$ cat src/rtl/iir_inverse_if.sv
// Sample stream bundle for the IIR inverse filter: IIR output samples in,
// recovered samples plus error status out.
interface iir_inverse_if #(
  parameter int YW = 24
);
  logic signed [YW-1:0] y_data;
  logic                 data_en;
  logic                 sop;
  logic signed [7:0]    x_data;
  logic                 x_valid;
  logic                 x_err;
  logic [7:0]           err_cnt;

  modport master (
    output y_data, data_en, sop,
    input  x_data, x_valid, x_err, err_cnt
  );

  modport slave (
    input  y_data, data_en, sop,
    output x_data, x_valid, x_err, err_cnt
  );
endinterface

$ cat src/rtl/iir_inverse.sv
// Inverse of y[n] = A*y[n-1] + B*x[n]: recovers x[n] = (y[n] - A*y[n-1]) / B
// through a 5-stage pipeline. Define IIR_INV_SAT_EN to saturate out-of-range x_data.
module iir_inverse #(
  parameter logic signed [7:0] A  = 8'sd3,
  parameter logic signed [7:0] B  = -8'sd4,
  parameter int                YW = 24
) (
  input logic           clk,
  input logic           rst_n,
  iir_inverse_if.slave  bus
);

  localparam int PW = 8 + YW;
  localparam int NW = 9 + YW;
  localparam logic signed [NW-1:0] B_EXT = NW'(B);
  localparam logic signed [NW-1:0] Q_MIN = NW'(-128);
  localparam logic signed [NW-1:0] Q_MAX = NW'(127);

  if (B == 8'sd0) begin : g_illegal_b
    $error("iir_inverse: B = 0 is not invertible");
  end
  if (YW < 16 || YW > 32) begin : g_illegal_yw
    $error("iir_inverse: YW must lie in 16..32");
  end

  // Stage valids, history and output registers (reset).
  logic                 v0_q, v0_d;
  logic                 v1_q, v1_d;
  logic                 v2_q, v2_d;
  logic                 v3_q, v3_d;
  logic signed [YW-1:0] hist_q, hist_d;
  logic signed [7:0]    x_data_q, x_data_d;
  logic                 x_valid_q, x_valid_d;
  logic                 x_err_q, x_err_d;
  logic [7:0]           err_cnt_q, err_cnt_d;

  // Stage data registers (no reset, qualified by the valids).
  logic signed [YW-1:0] y_cur_q, y_cur_d;
  logic signed [YW-1:0] y_prev_q, y_prev_d;
  logic signed [YW-1:0] yc1_q, yc1_d;
  logic signed [PW-1:0] p1_q, p1_d;
  logic signed [YW-1:0] yc2_q, yc2_d;
  logic signed [PW-1:0] p2_q, p2_d;
  logic signed [NW-1:0] num_q, num_d;

  // S4 combinational quotient/remainder and range check.
  logic signed [NW-1:0] q_full;
  logic signed [NW-1:0] r_full;
  logic                 q_lo;
  logic                 q_hi;
  logic                 s4_err;
  logic signed [7:0]    x_sel;

  // NOTE: every always_comb output gets a default first, so no path leaves it
  // unassigned and no latch is inferred.
  always_comb begin
    v0_d     = bus.data_en;
    hist_d   = hist_q;
    y_cur_d  = y_cur_q;
    y_prev_d = y_prev_q;
    if (bus.data_en) begin
      y_cur_d  = bus.y_data;
      y_prev_d = bus.sop ? '0 : hist_q;
      hist_d   = bus.y_data;
    end
  end

  always_comb begin
    v1_d  = v0_q;
    yc1_d = yc1_q;
    p1_d  = p1_q;
    if (v0_q) begin
      yc1_d = y_cur_q;
      p1_d  = PW'(A) * PW'(y_prev_q);
    end
  end

  // Second product cycle only re-times the product; retiming can balance it.
  always_comb begin
    v2_d  = v1_q;
    yc2_d = yc2_q;
    p2_d  = p2_q;
    if (v1_q) begin
      yc2_d = yc1_q;
      p2_d  = p1_q;
    end
  end

  always_comb begin
    v3_d  = v2_q;
    num_d = num_q;
    if (v2_q) begin
      num_d = NW'(yc2_q) - NW'(p2_q);
    end
  end

  // SV division truncates toward zero; the remainder takes the dividend's sign.
  always_comb begin
    q_full = num_q / B_EXT;
    r_full = num_q % B_EXT;
    q_lo   = q_full < Q_MIN;
    q_hi   = q_full > Q_MAX;
    s4_err = (r_full != '0) | q_lo | q_hi;
`ifdef IIR_INV_SAT_EN
    if (q_hi) begin
      x_sel = 8'sh7F;
    end else if (q_lo) begin
      x_sel = 8'sh80;
    end else begin
      x_sel = q_full[7:0];
    end
`else
    x_sel = q_full[7:0];
`endif
  end

  always_comb begin
    x_valid_d = v3_q;
    x_err_d   = v3_q & s4_err;
    x_data_d  = v3_q ? x_sel : x_data_q;
    err_cnt_d = err_cnt_q;
    if (v3_q && s4_err && err_cnt_q != 8'hFF) begin
      err_cnt_d = err_cnt_q + 8'd1;
    end
  end

  // NOTE: sequential state uses non-blocking assignments so every flop samples
  // the pre-edge value of its neighbours, regardless of statement order.
  always_ff @(posedge clk or negedge rst_n) begin
    if (!rst_n) begin
      v0_q      <= 1'b0;
      v1_q      <= 1'b0;
      v2_q      <= 1'b0;
      v3_q      <= 1'b0;
      hist_q    <= '0;
      x_data_q  <= '0;
      x_valid_q <= 1'b0;
      x_err_q   <= 1'b0;
      err_cnt_q <= '0;
    end else begin
      v0_q      <= v0_d;
      v1_q      <= v1_d;
      v2_q      <= v2_d;
      v3_q      <= v3_d;
      hist_q    <= hist_d;
      x_data_q  <= x_data_d;
      x_valid_q <= x_valid_d;
      x_err_q   <= x_err_d;
      err_cnt_q <= err_cnt_d;
    end
  end

  // NOTE: pipeline data registers are left unreset; they are only observed
  // behind a valid bit, which is reset, so resetting them buys nothing.
  always_ff @(posedge clk) begin
    y_cur_q  <= y_cur_d;
    y_prev_q <= y_prev_d;
    yc1_q    <= yc1_d;
    p1_q     <= p1_d;
    yc2_q    <= yc2_d;
    p2_q     <= p2_d;
    num_q    <= num_d;
  end

  assign bus.x_data  = x_data_q;
  assign bus.x_valid = x_valid_q;
  assign bus.x_err   = x_err_q;
  assign bus.err_cnt = err_cnt_q;

endmodule

$ cat src/flat_wrapper.sv
// flat-port wrapper written by rule: the top's interface ports become plain ports
module iir_inverse_flat 
#(
  parameter logic signed [7:0] A  = 8'sd3,
  parameter logic signed [7:0] B  = -8'sd4,
  parameter int                YW = 24
)
  (clk, rst_n, bus_y_data, bus_data_en, bus_sop, bus_x_data, bus_x_valid, bus_x_err, bus_err_cnt);
  iir_inverse_if #(.YW(YW)) bus_i ();
  input logic clk;
  input logic rst_n;
  input wire logic [$bits(bus_i.y_data)-1:0] bus_y_data;
  input wire logic [$bits(bus_i.data_en)-1:0] bus_data_en;
  input wire logic [$bits(bus_i.sop)-1:0] bus_sop;
  output wire logic [$bits(bus_i.x_data)-1:0] bus_x_data;
  output wire logic [$bits(bus_i.x_valid)-1:0] bus_x_valid;
  output wire logic [$bits(bus_i.x_err)-1:0] bus_x_err;
  output wire logic [$bits(bus_i.err_cnt)-1:0] bus_err_cnt;
  assign bus_i.y_data = bus_y_data;
  assign bus_i.data_en = bus_data_en;
  assign bus_i.sop = bus_sop;
  assign bus_x_data = bus_i.x_data;
  assign bus_x_valid = bus_i.x_valid;
  assign bus_x_err = bus_i.x_err;
  assign bus_err_cnt = bus_i.err_cnt;
  iir_inverse #(.A(A), .B(B), .YW(YW)) u_core (.clk(clk), .rst_n(rst_n), .bus(bus_i));
endmodule
$ cat config.mk
export PLATFORM = sky130hd
export DESIGN_NAME = iir_inverse_flat
export DESIGN_NICKNAME = d
export VERILOG_FILES = /design/src/rtl/iir_inverse_if.sv /design/src/rtl/iir_inverse.sv /design/src/flat_wrapper.sv
export SDC_FILE = /design/constraint.sdc
export NUM_CORES = 1
export LEC_CHECK = 0
export CORE_MARGIN = 1.5
export CORE_UTILIZATION = 41
export DETAILED_ROUTE_END_ITERATION = 8
export GPL_TIMING_DRIVEN = 0
export SLEW_MARGIN = 0
export SYNTH_ARGS = -nofsm -noshare
export SYNTH_HDL_FRONTEND = slang
export SYNTH_SLANG_ARGS = --single-unit
$ cat constraint.sdc
create_clock -name clk -period 19.5 [get_ports clk]
set_input_delay 1.95 -clock clk [delete_from_list [all_inputs] [get_ports clk]]
set_output_delay 1.95 -clock clk [all_outputs]
set_load 0.02 [all_outputs]
# After elaboration in Yosys (flattened, before gate mapping)

Cells that the tools add are included.

Reduce and logical (&&, ||, !) cells: 3
Bitwise logic cells: 3
Div/mod/pow operators: 2
Equality and inequality tests: 1
Shift operators: 0
Order comparisons: 2
$mul: 1
Add/sub/neg operators: 2
Multiplexer cells: 0

Operators with widths:

| kind                                                                             | number |
|---|---|
| 33-bit by 33-bit divider with 33-bit output, second input constant               | 1 |
| 33-bit by 8-bit greater-than comparator with 1-bit output, second input constant | 1 |
| 33-bit by 8-bit < comparator with 1-bit output, second input constant            | 1 |
| 33-bit by 33-bit modulo with 33-bit output, second input constant                | 1 |
| 33-bit nonzero test                                                              | 1 |
| 24-bit by 32-bit subtractor with 33-bit output                                   | 1 |
| 3-bit by 24-bit multiplier with 27-bit output, first input constant              | 1 |
| 8-bit by 1-bit adder with 8-bit output, second input constant                    | 1 |
| 8-bit inequality test, second input constant                                     | 1 |
| 1-bit logical AND                                                                | 2 |
| 1-bit bitwise OR                                                                 | 2 |
| 1-bit AND                                                                        | 1 |

Flip-flop bits (word level): 239
Memory bits (writable): 0
Bits in latches: 0
Memories: 0
Logic and storage cells: 30
Memory bits (read-only): 0

# Longest topological paths before layout

Depth in word-level cells: 6
Depth in mapped cells: 25

# Least setup slack after synthesis

OpenSTA, ideal clock, no wires.

Path kind: register -> register
Start point: reg u_core.num_q[32]
End point: reg u_core.err_cnt_q[1], in the netlist u_core.bus.err_cnt[1]
Period minus slack after synthesis: 6.216 ns
Data arrival time: 6.091 ns
Path slack: 13.284 ns
Setup time: 0.125 ns
Data required time: 19.375 ns
Cell stages (with the launch flop): 26
Cells stage by stage: edfxtp_1 > clkbuf_1 > clkbuf_1 > clkbuf_1 > buf_2 > buf_1 > clkbuf_1 > buf_1 > buf_1 > nand2b_1 > xor2_1 > inv_1 > ha_1 > nor3b_1 > o21bai_1 > ha_1 > inv_1 > a2111o_1 > nor4_1 > o21ai_1 > a221o_1 > or4b_1 > nor4_2 > nand4b_2 > and4b_4 > mux2_4

Cells in the longest elaborated chain, start to end: 6
Elaborated cells between the ends (all ways): 9
Those cells by class: 2 x div; 2 x order compare; 2 x bitwise; 3 x reduce/logical

RTL lines:

| what                                                                                                             | line                                   | RTL |
|---|---|---|
| start: declaration                                                                                               | iir_inverse.sv:44                      | `logic signed [NW-1:0] num_q, num_d;` |
| start signal: assignment                                                                                         | iir_inverse.sv:162                     | `num_q <= num_d;` |
| 33-bit by 33-bit divider with 33-bit output / 33-bit by 33-bit modulo with 33-bit output (equally long branches) | iir_inverse.sv:99, iir_inverse.sv:100  |  |
| 33-bit by 8-bit < comparator with 1-bit output / 33-bit nonzero test (equally long branches)                     | iir_inverse.sv:101, iir_inverse.sv:103 |  |
| 1-bit bitwise OR                                                                                                 | iir_inverse.sv:103                     | `s4_err = (r_full != '0) \| q_lo \| q_hi;` |
| 1-bit bitwise OR (*)                                                                                             | iir_inverse.sv:103                     |  |
| 1-bit logical AND (*) (2 in series)                                                                              | iir_inverse.sv:122                     | `if (v3_q && s4_err && err_cnt_q != 8'hFF) begin` |
| end signal: assignment                                                                                           | iir_inverse.sv:149                     | `err_cnt_q <= err_cnt_d;` |
| end: declaration                                                                                                 | iir_inverse.sv:35                      | `logic [7:0] err_cnt_q, err_cnt_d;` |

Mark *: on every way between the ends. The rest lies on a longest branch, timed or not.
A chain may end at the register's enable or synchronous reset.

# Worst setup path after layout

Ends and elaborated chain as after synthesis.

==> metrics list <==
- The die covers 32000 µm².
- Depth of the worst register-to-register path: 25
* Top cell types by occurrence after synthesis: 183 x edfxtp_1, 77 x ha_1, 69 x nor2_1, 54 x xnor2_1, 51 x inv_1
- In this run, synthesis inferred 183 flip-flops with an integrated enable.
- For this configuration, the core starts out at a cell density of 41.5%.
- The total overflow left after global routing is 0.
* Worst slew slack as a fraction of its limit: 43.8%
- Count of TritonRoute iterations in the first routing pass: 4
- Chip Height: 179 µm
* Largest net degree at the start of global routing: 42
* Max_cap viols: 0
- Status: finished, final reports clean
* Quantity of hold-fixing buffers added after cts: 0
* Crit path top cell by count: clkbuf_1
- Total number of vias: 8326
- Fraction of synthesized cell area taken by the top area cell type: 43.4%
- Worst flop-to-flop path startpoint: u_core.num_q[32]
- By area the synthesized netlist is led by edfxtp_1 43%, dfrtp_1 9.1%, ha_1 7.6%.
- In this run the cell area of the synthesized design comes to 12700 µm².
- For flop-to-flop paths, the worst setup slack is 10.88 ns.
- Setup Total Neg Slack: 0 ns
- Cell taking the most area after synthesis: edfxtp_1
* Floorplan core area: 30500 µm²
- Hold EP: u_core.p2_q[9]
- Total I/O pin count: 46
- The area growth from synthesis to layout is 14.4%.
- Number of nets with antenna violations after routing: 0
- Quantity of I/O buffers inserted on ports: 45
- Most frequent cell after synthesis: edfxtp_1
- From left edge to right edge, the die measures 179 µm.
* TritonCTS clock tree: built
* H-tree lvl count: 1
- Number of global-route vias before repair: 7934
- Subtracting the final worst setup slack from the clock period gives 8.62 ns.
- Clock-pin slew was measured on the worst setup and hold paths at 0.06 ns.
* Number of antenna repair diodes: 0
* DRC violation count after routing: 0
* Wire length of the first global-routing pass: 39800 µm
- The number of hold-slack violations in the final timing report was 0.
- Dividing total power by cell area gives a power density of 98.8 nW/µm².
- Setup violations remaining at the end of the flow were counted as 0.
- Mapped Avg Cell Area: 11.8 µm²
- Yosys warning total: 0
- Detailed placement ended at an HPWL of 18700 µm.
* # Post-CTS Setup Buffers: 0
- The endpoint identified for the worst register-to-register timing path is u_core.bus.err_cnt[1].
- The floorplan has 64 rows.
- The max-slew violation count is 0.
* Critical Path Start Type: flip-flop
- Share of the clock period used by the worst path after layout: 44.2%
- Highest cell delay on the worst timing path: 0.67 ns
- Highest net fanout along the worst path: 10
- Once layout is done, the placed cells without fillers occupy 14500 µm².
- The tree is rooted in a clkbuf_16.
- Routability-driven placement finished with a final weighted congestion of 0.870.
- Fill cell total of the finished layout: 2807
- Post-layout net count: 1261
* Violation count after the first detailed-routing iteration: 371
- Achievable clock frequency: 0.116 GHz
* Number of vias per cell: 5.31
- For the worst setup path, the data arrival time is 9.04 ns.
* RSZ-0062 raised after global routing: no
- Register area: 6650 µm²
- Worst clock skew: 0.0205 ns
- TritonCTS created 25 clock buffers.
- For the worst-skew pair, the clock arrives at the later sink with an insertion delay of 0.54 ns.
* Most used flip-flop cell after synthesis: edfxtp_1
- Total leakage power: 5.42 nW
- Global-route usage over all layers: 15.7%
- The min-delay analysis places its worst path in the category reg -> reg.
- Cell depth of the worst min-delay path: 0
* Number of clock sinks: 229
- For the pin with the worst max-slew slack, the measured transition is 0.838 ns.
* Critical hold path startpoint: u_core.p1_q[9]
- No sink is reached through more buffers than the 3 on the longest clock path.
- Of all flip-flops after synthesis, the portion carrying an async set or reset was 20.1%.
* Gate count after technology mapping: 1077
- The multi-input combinational cells in the finished layout cover a total of 5620 µm².
- Sequential-to-total area share from yosys stat: 52.5%
* Post-detailed-placement cell area: 13700 µm²
- Max IR drop VDD: 0.0682 mV
- STA classifies the critical path endpoint as a flip-flop.
- The netlist uses 85 different library cells.
- Critical setup path kind: reg -> reg
- Number of antenna violations at the first check in global routing: 0
- At the worst endpoint, the required time is 19.91 ns.
* Fraction of final layout cells sized beyond drive strength 1: 11.8%
- Post-CTS repair changed the size of 0 cells.
- Detailed-route wire length per cell: 15.6 µm
- The slowest stage of the critical path belongs to the cell a211oi_1.
- Synthesis inferred 229 register bits.
- Summed over all layers, the routed wires come to 24500 µm.
cell usage in the layout, fill, tap and decap left out, types with 5 or more instances in the layout:
master,n
clkbuf_16,25
o31ai_1,9
nand4b_1,8
xor2_1,31
a21oi_1,43
a21o_1,11
buf_1,5
nand2b_1,12
dfrtp_1,43
mux2_2,31
a31oi_1,18
clkbuf_1,25
o211ai_1,15
or2_2,15
clkbuf_8,5
a211oi_1,10
nand2_1,39
and2_1,6
clkinv_2,6
o21ai_0,41
inv_1,51
ha_1,77
nand3_1,32
o31a_1,6
or4_1,6
nand4_1,13
buf_2,16
o21bai_1,6
nor3_1,27
nor4_1,11
nor2b_1,34
edfxtp_1,183
o21a_1,13
or3_1,15
xnor2_1,54
clkdlybuf4s50_1,43
nor2_1,69
and3_1,10
registers in the layout, summed over array words and instances, names as in the netlist:
name	cells
u_core.hist_q	24
u_core.v0_q	1
u_core.y_prev_q	24
u_core.yc1_q	24
u_core.bus.err_cnt	8
u_core.p1_q	27
u_core.y_cur_q	24
u_core.num_q	33
u_core.bus.x_err	1
u_core.bus.x_valid	1
u_core.v3_q	1
u_core.v1_q	1
u_core.bus.x_data	8
u_core.v2_q	1
u_core.yc2_q	24
u_core.p2_q	27
final cells by class:
type / count / area share (%)
buffer: 46 / 1.46
clock buffer: 33 / 4.87
clock inverter: 13 / 0.631
inverter: 52 / 1.35
multi-input combinational: 751 / 38.8
sequential: 229 / 45.9
tap: 396 / 3.42
timing repair buffer: 49 / 3.59
layer usage:
layer	GRT usage (%)	part of all wire, %	vias up
met1	20.3	46	3922
met3	2.25	3.7	45
met4	5.63	3.3	0
met5	0	0	-
li1	-	-	4209
met2	26.9	47	150
report_power, final:
group / internal [mW] / switching, mW
clock: 0.257 / 0.188
combinational: 0.149 / 0.190
sequential: 0.606 / 0.0404
logic make-up (layout without fill, tap and decap cells):
logic type,count (synthesis),after routing,share of synthesized area (%)
AO/OA/AOI/OAI,221,221,12.4
flip-flops,229,229,52.5
AND/OR/NAND/NOR,325,325,14.6
other,1,2,0.0296
XOR/XNOR,87,87,6.13
adder cells (fa/ha/maj),79,79,7.92
multiplexers,37,37,3.28
buffers and inverters,98,193,3.21
critical path, delay by kind of cell (launching register included):
kind                       cells  cell delay [ns]
buffers and inverters         10             3.80
AOI/OAI and AO/OA              4             1.24
and+or+nand+nor                6             1.74
adders and majority gates      2             0.49
muxes                          1             0.29
xor gates and xnor gates       2             0.49
DFF                            1             0.43
stage by stage:
step           hold slack, ns  total power [mW]  instances  worst slack (ns)  utilization (%)
2_1_floorplan           0.400             0.889       1078             13.28                -
3_3_place_gp            0.404             0.991       1519             10.88             44.6
3_5_place_dp            0.405             0.996       1523             10.97             44.9
4_1_cts                 0.418              1.45       1569             10.92             47.5
5_1_grt                 0.420              1.51       1569             10.27             47.5
6_report                0.417              1.43       1569             10.88             47.5
worst max-delay path by stage:
stage / slack [ns] / cells past startpoint / endpoint / start
after global routing: 10.27 / 25 / u_core.bus.err_cnt[1] / u_core.num_q[32]
after CTS: 10.92 / 25 / u_core.bus.err_cnt[1] / u_core.num_q[32]
after detailed placement: 10.97 / 25 / u_core.bus.err_cnt[1] / u_core.num_q[32]
after floorplan: 13.28 / 25 / u_core.bus.err_cnt[1] / u_core.num_q[32]
final: 10.88 / 25 / u_core.bus.err_cnt[1] / u_core.num_q[32]
after global placement: 10.88 / 25 / u_core.bus.err_cnt[1] / u_core.num_q[32]
Note: power is estimated with default switching activity, not from simulation.
